==> config.mk <==
export PLATFORM = sky130hd
export DESIGN_NAME = alu_issue_ctrl_flat
export DESIGN_NICKNAME = d
export VERILOG_FILES = /design/src/rtl/alu_issue_pkg.sv /design/src/rtl/alu_issue_if.sv /design/src/rtl/alu_issue_regfile.sv /design/src/rtl/alu_issue_ctrl.sv /design/src/flat_wrapper.sv
export SDC_FILE = /design/constraint.sdc
export NUM_CORES = 1
export LEC_CHECK = 0
export BUFFER_PORTS_ARGS = -buffer_cell sky130_fd_sc_hd__clkbuf_2
export CAP_MARGIN = 20
export CORE_MARGIN = 5
export CORE_UTILIZATION = 35
export DETAILED_ROUTE_END_ITERATION = 16
export PLACE_DENSITY = 0.52
export SYNTH_ARGS = -nofsm -noshare
export SYNTH_HDL_FRONTEND = slang
export SYNTH_SLANG_ARGS = --single-unit
export TNS_END_PERCENT = 1
==> constraint.sdc <==
create_clock -name Clk -period 4.1 [get_ports Clk]
set_input_delay 0.41 -clock Clk [delete_from_list [all_inputs] [get_ports Clk]]
set_output_delay 0.41 -clock Clk [all_outputs]
set_load 0.02 [all_outputs]
==> src/rtl/alu_issue_pkg.sv <==
// Shared types for the ALU issue controller: opcodes, FSM states and default sizes.
package alu_issue_pkg;

  localparam int DEFAULT_WIDTH = 8;
  localparam int DEFAULT_NREG  = 8;

  typedef enum logic [2:0] {
    ADD = 3'b000,
    LSL = 3'b001,
    LSR = 3'b010,
    XOR = 3'b011,
    SNE = 3'b100,
    SEQ = 3'b101,
    MSK = 3'b110,
    RSV = 3'b111
  } op_t;

  typedef enum logic [1:0] {
    IDLE,
    EXEC,
    WB
  } state_t;

endpackage

==> src/rtl/alu_issue_if.sv <==
// Bus between decoder/consumer/ALU and the issue controller; Trap exists only with ALU_ISSUE_TRAP_EN.
interface alu_issue_if import alu_issue_pkg::*; #(
  parameter int WIDTH = DEFAULT_WIDTH,
  parameter int NREG  = DEFAULT_NREG
);
  localparam int IW = $clog2(NREG);

  logic             InstrValid;
  logic             InstrReady;
  logic [2:0]       InstrOp;
  logic [IW-1:0]    InstrRd;
  logic [IW-1:0]    InstrRs;
  logic             RegWrEn;
  logic [IW-1:0]    RegWrAddr;
  logic [WIDTH-1:0] RegWrData;
  logic [WIDTH-1:0] AluInputA;
  logic [WIDTH-1:0] AluInputB;
  logic [2:0]       AluOp;
  logic             AluScIn;
  logic [WIDTH-1:0] AluOut;
  logic             AluZero;
  logic             ResultValid;
  logic             ResultReady;
  logic [WIDTH-1:0] ResultData;
  logic             FlagZero;
`ifdef ALU_ISSUE_TRAP_EN
  logic             Trap;
`endif

  // Master is everything around the controller: decoder, result consumer and the ALU itself.
  modport master (
    output InstrValid, InstrOp, InstrRd, InstrRs, RegWrEn, RegWrAddr, RegWrData,
    output AluOut, AluZero, ResultReady,
    input  InstrReady, AluInputA, AluInputB, AluOp, AluScIn, ResultValid, ResultData, FlagZero
`ifdef ALU_ISSUE_TRAP_EN
    , input Trap
`endif
  );

  modport slave (
    input  InstrValid, InstrOp, InstrRd, InstrRs, RegWrEn, RegWrAddr, RegWrData,
    input  AluOut, AluZero, ResultReady,
    output InstrReady, AluInputA, AluInputB, AluOp, AluScIn, ResultValid, ResultData, FlagZero
`ifdef ALU_ISSUE_TRAP_EN
    , output Trap
`endif
  );

endinterface

==> src/rtl/alu_issue_regfile.sv <==
// NREG x WIDTH register file: two asynchronous read ports, one write port, cleared by reset.
module alu_issue_regfile #(
  parameter int WIDTH = 8,
  parameter int NREG  = 8,
  parameter int IW    = $clog2(NREG)
) (
  input  logic             Clk,
  input  logic             Reset,
  input  logic             we,
  input  logic [IW-1:0]    waddr,
  input  logic [WIDTH-1:0] wdata,
  input  logic [IW-1:0]    raddr_a,
  input  logic [IW-1:0]    raddr_b,
  output logic [WIDTH-1:0] rdata_a,
  output logic [WIDTH-1:0] rdata_b
);

  logic [WIDTH-1:0] mem [NREG];

  always_ff @(posedge Clk or posedge Reset) begin
    if (Reset) begin
      for (int i = 0; i < NREG; i++) mem[i] <= '0;
    end else if (we) begin
      mem[waddr] <= wdata;
    end
  end

  assign rdata_a = mem[raddr_a];
  assign rdata_b = mem[raddr_b];

endmodule

==> src/rtl/alu_issue_ctrl.sv <==
// Issues Rd = Rd op Rs to an external ALU and writes the result back (IDLE -> EXEC -> WB).
// Optional ALU_ISSUE_TRAP_EN: opcode RSV traps (sticky Trap, no writeback, issue blocked).
module alu_issue_ctrl import alu_issue_pkg::*; #(
  parameter int WIDTH = DEFAULT_WIDTH,
  parameter int NREG  = DEFAULT_NREG
) (
  input logic       Clk,
  input logic       Reset,
  alu_issue_if.slave bus
);

  localparam int IW = $clog2(NREG);

  state_t           state;
  op_t              op_q;
  logic [IW-1:0]    rd_q;
  logic             sc_reg;
  logic [WIDTH-1:0] rd_a;
  logic [WIDTH-1:0] rd_b;
  logic             accept;
  logic             blocked;
  logic             trap_op;
  logic             rf_we;
  logic [IW-1:0]    rf_waddr;
  logic [WIDTH-1:0] rf_wdata;

`ifdef ALU_ISSUE_TRAP_EN
  logic trap_q;
  assign blocked  = trap_q;
  assign trap_op  = (op_q == RSV);
  assign bus.Trap = trap_q;
`else
  assign blocked  = 1'b0;
  assign trap_op  = 1'b0;
`endif

  assign bus.InstrReady = (state == IDLE) && !blocked;
  assign accept         = bus.InstrReady && bus.InstrValid;

  // Writeback lands on the EXEC->WB edge straight from the ALU, so it happens exactly once.
  always_comb begin
    rf_we    = 1'b0;
    rf_waddr = bus.RegWrAddr;
    rf_wdata = bus.RegWrData;
    if (state == EXEC && !trap_op) begin
      rf_we    = 1'b1;
      rf_waddr = rd_q;
      rf_wdata = bus.AluOut;
    end else if (state == IDLE && bus.RegWrEn && !accept) begin
      rf_we    = 1'b1;
    end
  end

  alu_issue_regfile #(.WIDTH(WIDTH), .NREG(NREG)) u_regfile (
    .Clk     (Clk),
    .Reset   (Reset),
    .we      (rf_we),
    .waddr   (rf_waddr),
    .wdata   (rf_wdata),
    .raddr_a (bus.InstrRd),
    .raddr_b (bus.InstrRs),
    .rdata_a (rd_a),
    .rdata_b (rd_b)
  );

  // ALU drive is registered at the accepting edge so operands are stable for the whole EXEC cycle.
  always_ff @(posedge Clk or posedge Reset) begin
    if (Reset) begin
      state           <= IDLE;
      op_q            <= ADD;
      rd_q            <= '0;
      sc_reg          <= 1'b0;
      bus.AluInputA   <= '0;
      bus.AluInputB   <= '0;
      bus.AluOp       <= '0;
      bus.AluScIn     <= 1'b0;
      bus.ResultValid <= 1'b0;
      bus.ResultData  <= '0;
      bus.FlagZero    <= 1'b0;
`ifdef ALU_ISSUE_TRAP_EN
      trap_q          <= 1'b0;
`endif
    end else begin
      case (state)
        IDLE: begin
          if (accept) begin
            op_q          <= op_t'(bus.InstrOp);
            rd_q          <= bus.InstrRd;
            bus.AluInputA <= rd_a;
            bus.AluInputB <= rd_b;
            bus.AluOp     <= bus.InstrOp;
            bus.AluScIn   <= (op_t'(bus.InstrOp) == LSL) ? sc_reg : 1'b0;
            state         <= EXEC;
          end
        end
        EXEC: begin
          if (trap_op) begin
`ifdef ALU_ISSUE_TRAP_EN
            trap_q <= 1'b1;
`endif
            bus.AluInputA <= '0;
            bus.AluInputB <= '0;
            bus.AluOp     <= '0;
            bus.AluScIn   <= 1'b0;
            state         <= IDLE;
          end else begin
            bus.ResultData  <= bus.AluOut;
            bus.FlagZero    <= bus.AluZero;
            bus.ResultValid <= 1'b1;
            if (op_q == LSL) sc_reg <= bus.AluInputA[WIDTH-1];
            if (op_q == LSR) sc_reg <= bus.AluInputA[0];
            state <= WB;
          end
        end
        WB: begin
          if (bus.ResultReady) begin
            bus.ResultValid <= 1'b0;
            bus.AluInputA   <= '0;
            bus.AluInputB   <= '0;
            bus.AluOp       <= '0;
            bus.AluScIn     <= 1'b0;
            state           <= IDLE;
          end
        end
        default: state <= IDLE;
      endcase
    end
  end

endmodule
==> src/flat_wrapper.sv <==
// flat-port wrapper written by rule: the top's interface ports become plain ports
module alu_issue_ctrl_flat import alu_issue_pkg::*;
#(
  parameter int WIDTH = DEFAULT_WIDTH,
  parameter int NREG  = DEFAULT_NREG
)
  (Clk, Reset, bus_InstrValid, bus_InstrOp, bus_InstrRd, bus_InstrRs, bus_RegWrEn, bus_RegWrAddr, bus_RegWrData, bus_AluOut, bus_AluZero, bus_ResultReady, bus_InstrReady, bus_AluInputA, bus_AluInputB, bus_AluOp, bus_AluScIn, bus_ResultValid, bus_ResultData, bus_FlagZero);
  alu_issue_if #(.WIDTH(WIDTH), .NREG(NREG)) bus_i ();
  input logic Clk;
  input logic Reset;
  input wire logic [$bits(bus_i.InstrValid)-1:0] bus_InstrValid;
  input wire logic [$bits(bus_i.InstrOp)-1:0] bus_InstrOp;
  input wire logic [$bits(bus_i.InstrRd)-1:0] bus_InstrRd;
  input wire logic [$bits(bus_i.InstrRs)-1:0] bus_InstrRs;
  input wire logic [$bits(bus_i.RegWrEn)-1:0] bus_RegWrEn;
  input wire logic [$bits(bus_i.RegWrAddr)-1:0] bus_RegWrAddr;
  input wire logic [$bits(bus_i.RegWrData)-1:0] bus_RegWrData;
  input wire logic [$bits(bus_i.AluOut)-1:0] bus_AluOut;
  input wire logic [$bits(bus_i.AluZero)-1:0] bus_AluZero;
  input wire logic [$bits(bus_i.ResultReady)-1:0] bus_ResultReady;
  output wire logic [$bits(bus_i.InstrReady)-1:0] bus_InstrReady;
  output wire logic [$bits(bus_i.AluInputA)-1:0] bus_AluInputA;
  output wire logic [$bits(bus_i.AluInputB)-1:0] bus_AluInputB;
  output wire logic [$bits(bus_i.AluOp)-1:0] bus_AluOp;
  output wire logic [$bits(bus_i.AluScIn)-1:0] bus_AluScIn;
  output wire logic [$bits(bus_i.ResultValid)-1:0] bus_ResultValid;
  output wire logic [$bits(bus_i.ResultData)-1:0] bus_ResultData;
  output wire logic [$bits(bus_i.FlagZero)-1:0] bus_FlagZero;
  assign bus_i.InstrValid = bus_InstrValid;
  assign bus_i.InstrOp = bus_InstrOp;
  assign bus_i.InstrRd = bus_InstrRd;
  assign bus_i.InstrRs = bus_InstrRs;
  assign bus_i.RegWrEn = bus_RegWrEn;
  assign bus_i.RegWrAddr = bus_RegWrAddr;
  assign bus_i.RegWrData = bus_RegWrData;
  assign bus_i.AluOut = bus_AluOut;
  assign bus_i.AluZero = bus_AluZero;
  assign bus_i.ResultReady = bus_ResultReady;
  assign bus_InstrReady = bus_i.InstrReady;
  assign bus_AluInputA = bus_i.AluInputA;
  assign bus_AluInputB = bus_i.AluInputB;
  assign bus_AluOp = bus_i.AluOp;
  assign bus_AluScIn = bus_i.AluScIn;
  assign bus_ResultValid = bus_i.ResultValid;
  assign bus_ResultData = bus_i.ResultData;
  assign bus_FlagZero = bus_i.FlagZero;
  alu_issue_ctrl #(.WIDTH(WIDTH), .NREG(NREG)) u_core (.Clk(Clk), .Reset(Reset), .bus(bus_i));
endmodule
# Yosys cells after proc, flatten, opt, wreduce, memory -nomap -nowiden
# Index checks and enable logic that the tools add are counted.
# W data, S select, Z words.
# word_totals
register_bits	103
inputBits	34
output_inout_bits	31
word_cells	78
# classes
n_lt_le_gt_ge	4
eq_ne	7
n_mux	31
bitwise_logic	3
n_reduce_logical	14
# op_table
operator	n
$mux W8	9
$bwmux W64	1
$bmux W8 S3	2
$pmux W8 S2	2
$demux W8 S3	1
$ge A4 B4 Y1 const B	3
$not A3 Y4	3
$mux W3	3
$reduce_and A2 Y1	4
$mux W1	7
$eq A3 B1 Y1 const B	2
$pmux W2 S3	1
$pmux W3 S2	1
$reduce_bool A2 Y1	3
$logic_and A1 B1 Y1	4
$lt A4 B1 Y1 const B	1
$mux W2	2
$ne A2 B2 Y1 const B	2
$pmux W1 S2	2
$eq A3 B2 Y1 const B	1
$reduce_and A3 Y1	1
$eq A2 B1 Y1 const B	1
$eq A2 B2 Y1 const B	1
$logic_not A2 Y1	1
$logic_not A1 Y1	1

# Depth between registers and ports, before layout
# Gate-level depths: netlist (run 1).
# logic_depth
ltp_word	8
ltp_mapped	7
mapped_depth_nobuf	5

# Cells and area by module
# A second synthesis (run 1) with hierarchy kept.
# hier_totals
hier_cells	356
hier_area_um2	5188.7
# by_module_without_submodules
mod	instances	cells_each	area_each_um2	seq_area_each_um2
alu_issue_regfile	1	202	3543.4	1601.5
alu_issue_ctrl	1	154	1645.3	975.9

# Least setup slack after synthesis (run 1)
# OpenSTA, ideal clock, no wires.
# synth_path
path_type	reg2reg
start	register u_core.state[0]
end	register u_core.u_regfile.mem[56] in the netlist's numbering
arrival_ns	1.717
required_time_ns	3.972
slack_ns	2.255
path_stages_with_launch	6
path_buffers	1
period_less_slack_ns	1.845
path_cell_list	dfrtp_1 -> or4b_4 -> a21oi_4 -> nor2b_1 -> buf_4 -> mux2_1
# synth_between
elab_chain_len	8
word_cells_on_any_way	17
# synth_rtl
item	line_no	source
start, declared	alu_issue_ctrl.sv:14	state_t state;
start signal, assigned	alu_issue_ctrl.sv:69	state <= IDLE;
start signal, assigned	alu_issue_ctrl.sv:93	state <= EXEC;
start signal, assigned	alu_issue_ctrl.sv:105	state <= IDLE;
$eq A2 B1 Y1	alu_issue_ctrl.sv:45	if (state == EXEC && !trap_op) begin
$mux W3	alu_issue_ctrl.sv:45	
$not A3 Y4 (implied by the code)	alu_issue_regfile.sv:24	mem[waddr] <= wdata;
$ge A4 B4 Y1 (implied by the code) / $lt A4 B1 Y1 (equally long branches)	alu_issue_regfile.sv:24	
$logic_and A1 B1 Y1 (implied by the code)	alu_issue_regfile.sv:24	
$mux W8 (implied by the code)	alu_issue_regfile.sv:24	
$demux W8 S3	alu_issue_regfile.sv:24	
$bwmux W64	alu_issue_regfile.sv:24	
end signal, assigned by index	alu_issue_regfile.sv:24	
end, declared	alu_issue_regfile.sv:18	logic [WIDTH-1:0] mem [NREG];
# Parallel ways exist; a longest one is shown, timed or not.
# A chain may end at the register's enable or synchronous reset.

# Final worst setup path (run 1)
# layout_path
start	register u_core.state[1]
end	register u_core.u_regfile.mem[50] in the netlist's numbering
# Same word-level chain as after synthesis.

==> flow_summary.ini, run 1 <==
[hold_path]
hold_path.class = input port to async pin

[worst_setup_path]
cp-start-kind = flip-flop
r2r-end = u_core.u_regfile.mem[50]$_DFFE_PP0P_
rr_startpoint = u_core.state[1]$_DFFE_PP0P_
critPathRequiredTime_ps = 4340
worst-r2r-cell-count = 4
critPathArrivalTime_ps = 2960
path_cells = nand2b_1 -> mux2i_1 -> nor2b_1 -> mux2_2
worst_path_max_delay_cell = nand2b_1
worst_setup_path_end_kind = flip-flop
cp_slowest_stage_delay_ps = 720
reg2reg_slack_ps = 1380
critPathMaxFanout = 22
path_buf_inv = 0
setup.worst_path.start = u_core.state[1]$_DFFE_PP0P_
path_class = flip-flop to flip-flop
path_depth = 4
endpoint = u_core.u_regfile.mem[50]$_DFFE_PP0P_
path_delay_family = simple AND/OR/NAND/NOR gates

[final_layout]
largest_reg_flops = 64
final_layout_size_suffix_gt1_frac = 0.347
top_register = u_core.u_regfile.mem
multi_input_area_mm2 = 0.00243
area_growth_pct = 14.8
nets = 522
seqCellArea_mm2 = 0.00258
nFillCells = 1422
n_antenna_cell = 0

[sta]
hold_slack_ps = 232
worst_slack_ps = 1380
slew-limit-headroom = 0.219
final-setup-viol-count = 0
worst_slew_pin_slew_ps = 1170
slew_viol_final = 0
fin_crit_sh = 0.664
rsz0062_at_grt = false
hold_violations = 0
fmax_ghz = 0.368
finalClockSkew_ps = 10.8
tns_ps = 0
min_period_ps = 2720

[logic_synthesis]
ys_warn_count = 0
syn_nets = 467
synthTopCellsByArea = dfrtp_1 50%, mux2_2 16%, mux2i_1 6.8%, nand2_1 5.9%, mux4_2 3.5%
synth_area_mm2 = 0.00513
synth.top_cell.area_share = 0.502
ys_ff_latch = 103
synth.largest_area_cell = dfrtp_1
avgSynthCellArea_um2 = 11.8
ys_seq_area_frac = 0.502
synth_cells = 433
yosysUniqueCellTypes = 34

[clock_tree]
clk_latency_ps = 360
cts_sinks = 103
cts_resized = 0
cts_tree = built
hold_buffers = 0
ctsRootBufferMaster = clkbuf_16
clockBufferDepth = 2
cts_buffers = 9
clkSlewWorstSetupHoldPaths_ps = 70
htree_num_levels = 3
post-cts-setup-buffers = 0

[die]
start_util = 0.354
dieHeight_um = 131
placement_rows = 44
num_io_pins = 65
dieWidth_um = 131
core_area_mm2 = 0.0145
die_area_mm2 = 0.0172

[place]
hpwl_um = 8980
globalplace.congestion = 0.739
preCtsSetupSlack_ps = 1320
portBuffers = 64

[detailed_routing]
wl_met1_um = 5880
met2_length_um = 6990
drtIter0Drc = 189
drtAntennaViolNets = 0
drt_pre_antenna_iters = 4
met3_length_um = 420
drc = 0
viasPerCell = 5.30
top_layer = met4
wl_per_cell_um = 20.0
drt_wl_total_um = 13600
vias = 3590

[power_and_ir_drop]
p_per_area_mw_per_mm2 = 727
irDropWorstVdd_uv = 247
pwr-share-comb = 0.371
p_leak_nw = 2.76
p_seq_frac = 0.439
power.internal_mw = 2.67
p_sw_frac = 0.376
p_clk_frac = 0.190
switchingPower_mw = 1.61

[global_routing]
grt_pass1_vias = 3622
grt_usage = 0.165
grt_pass1_wl_um = 20900
grt_max_degree = 71
grt-ovfl-total = 0
antenna_found_initial = 0

[status]
status = finished, final reports clean

[flow_run]
maxCapViolCount = 0
how the worst min path moves through the flow:
stage / startpoint / endpoint / cells past startpoint
after global placement: u_core.bus.ResultData[4]$_DFFE_PP0P_ / u_core.bus.ResultData[4]$_DFFE_PP0P_ / 2
after floorplan: u_core.rd_q[0]$_DFFE_PP0P_ / u_core.rd_q[0]$_DFFE_PP0P_ / 2
after detailed placement: u_core.bus.AluInputB[3]$_DFFE_PP0P_ / u_core.bus.AluInputB[3]$_DFFE_PP0P_ / 2
final: Reset / u_core.bus.ResultData[2]$_DFFE_PP0P_ / 2
after CTS: bus_AluZero / u_core.bus.FlagZero$_DFFE_PP0P_ / 3
after global routing: bus_AluZero / u_core.bus.FlagZero$_DFFE_PP0P_ / 3
metrics by stage:
stage               power [mW]  utilization  cells  cell area [um^2]
global route              4.56        0.407    677              5890
finish                    4.28        0.407    677              5890
detailed placement        3.51        0.386    660              5590
global placement          3.46        0.386    660              5590
CTS                       4.32        0.405    676              5870
floorplan                 2.99            -    433              5130
layout make-up:
class                      instances  area share
tap                              184      0.0391
clock inverter                     6     0.00786
sequential                       103       0.438
inverter                           4     0.00297
multi-input combinational        303       0.413
timing repair buffer              67      0.0603
clock buffer                      10      0.0389
synthesized netlist by cell type, drive strengths merged:
| master | count |
|---|---|
| dfrtp | 103 |
| or2 | 1 |
| nor3 | 1 |
| buf | 14 |
| nor2b | 18 |
| xnor2 | 1 |
| a21oi | 8 |
| nand4bb | 2 |
| a32o | 8 |
| mux2 | 80 |
| clkbuf | 9 |
| mux4 | 8 |
| inv | 4 |
| a21o | 1 |
| a31o | 1 |
| a22oi | 16 |
| nand2 | 83 |
| a41oi | 1 |
| o21ai | 5 |
| nor4bb | 1 |
| nor2 | 6 |
| o31ai | 9 |
| nor3b | 1 |
| or4b | 1 |
| mux2i | 35 |
| nand2b | 7 |
| o22ai | 8 |
| and2 | 1 |
cell families after synthesis:
group | synth area share
compound gates | 0.0827
xor+xnor | 0.00171
mux | 0.279
buf+inv | 0.0232
simple gates | 0.111
flops | 0.502
worst register-to-register path: stages, from the launching register on:
cell and delay (ps):
dfrtp_1 640, nand2b_1 720, mux2i_1 210, nor2b_1 630, mux2_2 410
power by group through the flow:
stage	combinational, mW	clock, mW	sequential [mW]
after detailed placement	1.61	0	1.89
after floorplan	1.07	0	1.93
final	1.59	0.813	1.88
after CTS	1.61	0.832	1.88
after global routing	1.75	0.869	1.94
after global placement	1.58	0	1.88
cells in the final DEF (no fill, tap or decap), types with 2 or more instances in the layout:
| cell | Yosys | final |
|---|---|---|
| a21oi_1 | 7 | 7 |
| a22oi_1 | 16 | 16 |
| a32o_1 | 8 | 8 |
| buf_4 | 1 | 2 |
| clkbuf_16 | 0 | 9 |
| clkbuf_2 | 0 | 64 |
| clkinv_4 | 0 | 2 |
| clkinvlp_4 | 0 | 2 |
| dfrtp_1 | 103 | 103 |
| inv_1 | 4 | 3 |
| mux2_1 | 8 | 8 |
| mux2_2 | 72 | 72 |
| mux2i_1 | 35 | 35 |
| mux4_2 | 8 | 8 |
| nand2_1 | 80 | 80 |
| nand2_2 | 3 | 3 |
| nand2b_1 | 7 | 7 |
| nand4bb_1 | 2 | 2 |
| nor2_1 | 6 | 6 |
| nor2b_1 | 18 | 18 |
| o21ai_0 | 5 | 5 |
| o22ai_1 | 8 | 8 |
| o31ai_1 | 8 | 8 |
metal layers:
layer  track usage  vias up
li1              -     1672
met1         0.210     1837
met2         0.283       64
met3        0.0288       17
met4        0.0581        0
met5             0        -
Power figures use the tool's default switching activity.
==> inputs of run 2 (changes only) <==
PLACE_DENSITY = 0.54   (was 0.52)
clock period = 2.4 ns   (was 4.1 ns; I/O delays follow)
==> run 2 against run 1 <==
Global-route usage grew 0.59 points. Worst setup slack lost 1000 ps. Wire length grew 1.2%. The run now ends with hold timing left. Critical endpoint is now u_core.u_regfile.mem[58]$_DFFE_PP0P_. Critical path type unchanged. Largest power group unchanged. Core utilization grew 0.96 points. Highest routed layer unchanged.
==> flow_summary.ini, run 2 (synthesis results as in run 1) <==
[clock_tree]
htree_num_levels = 3
clkSlewWorstSetupHoldPaths_ps = 70
cts_sinks = 103
clk_latency_ps = 350
ctsRootBufferMaster = clkbuf_16
cts_resized = 0
post-cts-setup-buffers = 0
cts_buffers = 9
hold_buffers = 0
clockBufferDepth = 2
cts_tree = built

[die]
num_io_pins = 65
core_area_mm2 = 0.0145
die_area_mm2 = 0.0172
placement_rows = 44
dieWidth_um = 131
start_util = 0.354
dieHeight_um = 131

[sta]
min_period_ps = 2020
hold_slack_ps = -3.31
fin_crit_sh = 0.843
final-setup-viol-count = 0
fmax_ghz = 0.494
rsz0062_at_grt = false
finalClockSkew_ps = 5.72
slew_viol_final = 0
hold_violations = 2
worst_slew_pin_slew_ps = 772
slew-limit-headroom = 0.485
tns_ps = 0

[power_and_ir_drop]
irDropWorstVdd_uv = 526
finalPower_mw = 7.47
p_leak_nw = 2.84
p_per_area_mw_per_mm2 = 1240

[final_layout]
final_layout_size_suffix_gt1_frac = 0.360
largest_reg_flops = 64
seqCellArea_mm2 = 0.00258
area_growth_pct = 17.5
final_area_mm2 = 0.00603
top_register = u_core.u_regfile.mem
layout_commonest_cell = dfrtp_1
nets = 535
multi_input_area_mm2 = 0.00243
post-route-util = 0.416
n_antenna_cell = 0
nFillCells = 1379
most-common-layout-cells = 103 x dfrtp_1, 80 x nand2_1, 72 x mux2_2

[detailed_routing]
wl_met1_um = 5640
wl_per_cell_um = 19.9
drt_wl_total_um = 13700
vias = 3675
met3_length_um = 592
drtAntennaViolNets = 0
viasPerCell = 5.33
drt_pre_antenna_iters = 4
drc = 0
met2_length_um = 7100
drtIter0Drc = 247
top_layer = met4

[place]
globalplace.congestion = 0.797
portBuffers = 64
dpl_cell_area_mm2 = 0.00574
hpwl_um = 9470

[worst_setup_path]
critPathMaxFanout = 8
worst_setup_path_end_kind = flip-flop
worst-r2r-cell-count = 5
critPathArrivalTime_ps = 2250
critPathRequiredTime_ps = 2630
cp-start-kind = flip-flop
path_class = flip-flop to flip-flop

[global_routing]
grt_max_degree = 42
grt_usage = 0.171
grt_pass1_vias = 3833
antenna_found_initial = 0
grt-ovfl-total = 0
grt_pass1_wl_um = 21900

[status]
violations = hold timing
status = finished with violations

[flow_run]
maxCapViolCount = 0

[hold_path]
hold_path.class = input port to async pin
==> run 2: cell types whose count changed in the layout (fill, tap and decap cells not counted), sizes merged <==
cell / previous run / this run
buf: 3 / 16
clkbuf: 74 / 76
inv: 5 / 3
bufinv: 0 / 1
clkinv: 3 / 2
clkinvlp: 2 / 1
==> run 2: per-layer routing <==
layer	vias up	track usage
met4	0	0.0750
met3	27	0.0292
met5	-	0
met2	66	0.295
met1	1896	0.210
li1	1686	-
==> run 2: where the power goes <==
group          switching (mW)  leakage [nW]  internal, mW
sequential              0.608          1.28          2.56
clock                   0.631         0.143         0.833
combinational            1.49          1.42          1.35
total                    2.72          2.84          4.74
==> run 2: layout make-up <==
type	instances	share of cell area
sequential	103	0.428
multi-input combinational	303	0.404
timing repair buffer	80	0.0793
clock buffer	12	0.0409
tap	184	0.0382
clock inverter	3	0.00726
inverter	4	0.00311
==> run 2: final timing paths <==
kind | start | end | slack, ps
max in group asynchronous | Reset | u_core.u_regfile.mem[16]$_DFFE_PP0P_ | 1750
max reg2reg | u_core.state[0]$_DFFE_PP0P_ | u_core.u_regfile.mem[58]$_DFFE_PP0P_ | 380
min | Reset | u_core.bus.ResultData[2]$_DFFE_PP0P_ | -3
min in group Clk | bus_AluZero | u_core.bus.FlagZero$_DFFE_PP0P_ | 100
max | u_core.state[0]$_DFFE_PP0P_ | u_core.u_regfile.mem[58]$_DFFE_PP0P_ | 380
min reg2reg | u_core.bus.AluInputB[0]$_DFFE_PP0P_ | u_core.bus.AluInputB[0]$_DFFE_PP0P_ | 470
==> run 2: per-stage QoR <==
| stage | setup WS (ps) | cells |
|---|---|---|
| 2_1_floorplan | 555 | 433 |
| 3_3_place_gp | 438 | 674 |
| 3_5_place_dp | 400 | 674 |
| 4_1_cts | 389 | 689 |
| 5_1_grt | 272 | 689 |
| 6_report | 377 | 689 |
==> run 2: critical path, cell delays in order (launching register included) <==
cell,delay [ps]
dfrtp_1,440
or4b_4,570
a21oi_4,200
nor2b_1,160
buf_4,200
mux2_1,330
==> inputs of run 3 (changes only) <==
PLACE_DENSITY = 0.52   (was 0.54)
clock period = 2 ns   (was 2.4 ns; I/O delays follow)
==> run 3 against run 2 <==
The flow now finishes without violations. Global-route usage shrank 0.16 points. Maximum frequency up 4.8%. Register-to-register slack got worse by 310 ps. Cell area is 2.3% higher. Clock power up 41%. Count of clock-buffer cells in the layout shrank 3. Sequential share of layout area fell by 0.96 points. First-iteration DRC count decreased by 15%.
==> flow_summary.ini, run 3 (synthesis results as in run 1) <==
[sta]
slew_viol_final = 0
fmax_ghz = 0.518
tns_ps = 0
slew-limit-headroom = 0.488
final-setup-viol-count = 0
rsz0062_at_grt = false
hold_violations = 0
min_period_ps = 1930
fin_crit_sh = 0.965
hold_slack_ps = 43.9
finalClockSkew_ps = 5.25
worst_slew_pin_slew_ps = 768
worst_slack_ps = 69.1

[clock_tree]
cts_buffers = 9
ctsRootBufferMaster = clkbuf_16
htree_num_levels = 3
clockBufferDepth = 2
cts_sinks = 103
clk_latency_ps = 350
clkSlewWorstSetupHoldPaths_ps = 70
cts_tree = built

[power_and_ir_drop]
pwr-share-comb = 0.372
irDropWorstVdd_uv = 529
p_leak_nw = 2.92
finalPower_mw = 9.28
p_per_area_mw_per_mm2 = 1500
switchingPower_mw = 3.31
p_sw_frac = 0.357
power.internal_mw = 5.96
p_clk_frac = 0.222
p_seq_frac = 0.406

[global_routing]
grt_max_degree = 34
grt-ovfl-total = 0
grt_pass1_vias = 3853
grt_usage = 0.169
grt_pass1_wl_um = 21700
antenna_found_initial = 0

[hold_path]
hold_path.class = input port to flip-flop

[die]
dieWidth_um = 131
num_io_pins = 65
start_util = 0.354
core_area_mm2 = 0.0145
die_area_mm2 = 0.0172
placement_rows = 44
dieHeight_um = 131

[final_layout]
area_growth_pct = 20.2
n_antenna_cell = 0
final_layout_size_suffix_gt1_frac = 0.375
multi_input_area_mm2 = 0.00243
finalNonFillerCells = 699
nets = 544
post-route-util = 0.426
seqCellArea_mm2 = 0.00258
top_register = u_core.u_regfile.mem
nFillCells = 1410
most-common-layout-cells = 103 x dfrtp_1, 80 x nand2_1, 72 x mux2_2
layout_commonest_cell = dfrtp_1
final_area_mm2 = 0.00617
largest_reg_flops = 64

[detailed_routing]
drt_wl_total_um = 13700
drtIter0Drc = 211
drc = 0
vias = 3656
wl_per_cell_um = 19.6
viasPerCell = 5.23
drtAntennaViolNets = 0
drt_pre_antenna_iters = 4

[place]
dp.cells = 682
hpwl_um = 9520
portBuffers = 64
preCtsSetupSlack_ps = 60.9
globalplace.congestion = 0.774
dpl_cell_area_mm2 = 0.00581

[worst_setup_path]
critPathArrivalTime_ps = 2170
path_class = flip-flop to flip-flop
critPathRequiredTime_ps = 2240
cp-start-kind = flip-flop
critPathMaxFanout = 8
worst_setup_path_end_kind = flip-flop

[status]
status = finished, final reports clean

[flow_run]
maxCapViolCount = 0
## run 3: cell count changes in the layout (fill, tap and decap cells not counted)
cell	before	now
buf_4	13	20
clkbuf_1	2	0
dlygate4sd3_1	0	1
buf_12	3	4
bufinv_16	1	3
clkinv_4	1	3
clkbuf_8	1	0
## run 3: path summary, 6_finish.rpt
kind	depth (start not counted)	from	slack, ps	endpoint
min in group asynchronous	3	Reset	430	u_core.bus.FlagZero$_DFFE_PP0P_
max in group asynchronous	4	Reset	950	u_core.u_regfile.mem[31]$_DFFE_PP0P_
setup reg to reg	5	u_core.state[0]$_DFFE_PP0P_	70	u_core.u_regfile.mem[56]$_DFFE_PP0P_
hold reg to reg	2	u_core.bus.AluInputB[0]$_DFFE_PP0P_	480	u_core.bus.AluInputB[0]$_DFFE_PP0P_
setup / recovery	5	u_core.state[0]$_DFFE_PP0P_	70	u_core.u_regfile.mem[56]$_DFFE_PP0P_
hold / removal	3	bus_AluZero	40	u_core.bus.FlagZero$_DFFE_PP0P_
## run 3: critical path, cell delays in order (launching register included)
cell	delay (ps)
dfrtp_1	380
or4b_4	550
a21oi_4	200
nor2b_1	160
buf_4	190
mux2_1	330
## run 3: area by class of cell
class / count / area share
timing repair buffer: 89 / 0.0909
clock inverter: 7 / 0.0197
inverter: 4 / 0.00304
sequential: 103 / 0.418
tap: 184 / 0.0373
multi-input combinational: 303 / 0.395
clock buffer: 9 / 0.0365
## run 3: timing repair
item	4_1_cts	5_1_grt
hold buffers	1	0
endpoints found under the hold margin	18	0
buffers inserted	0	0
resized for setup	0	0
## run 3: layer usage
metal | share of wire | track usage | up-vias
li1 | - | - | 1717
met1 | 0.43 | 0.222 | 1878
met2 | 0.51 | 0.282 | 48
met3 | 0.033 | 0.0284 | 13
met4 | 0.021 | 0.0635 | 0
met5 | 0 | 0 | -
## run 3: power groups by stage
stage	Combinational, mW	Sequential (mW)	Clock [mW]
after global routing	3.80	3.90	2.19
after CTS	3.51	3.77	2.11
after global placement	3.43	3.76	0
after detailed placement	3.49	3.82	0
final	3.45	3.76	2.06
after floorplan	2.18	3.95	0
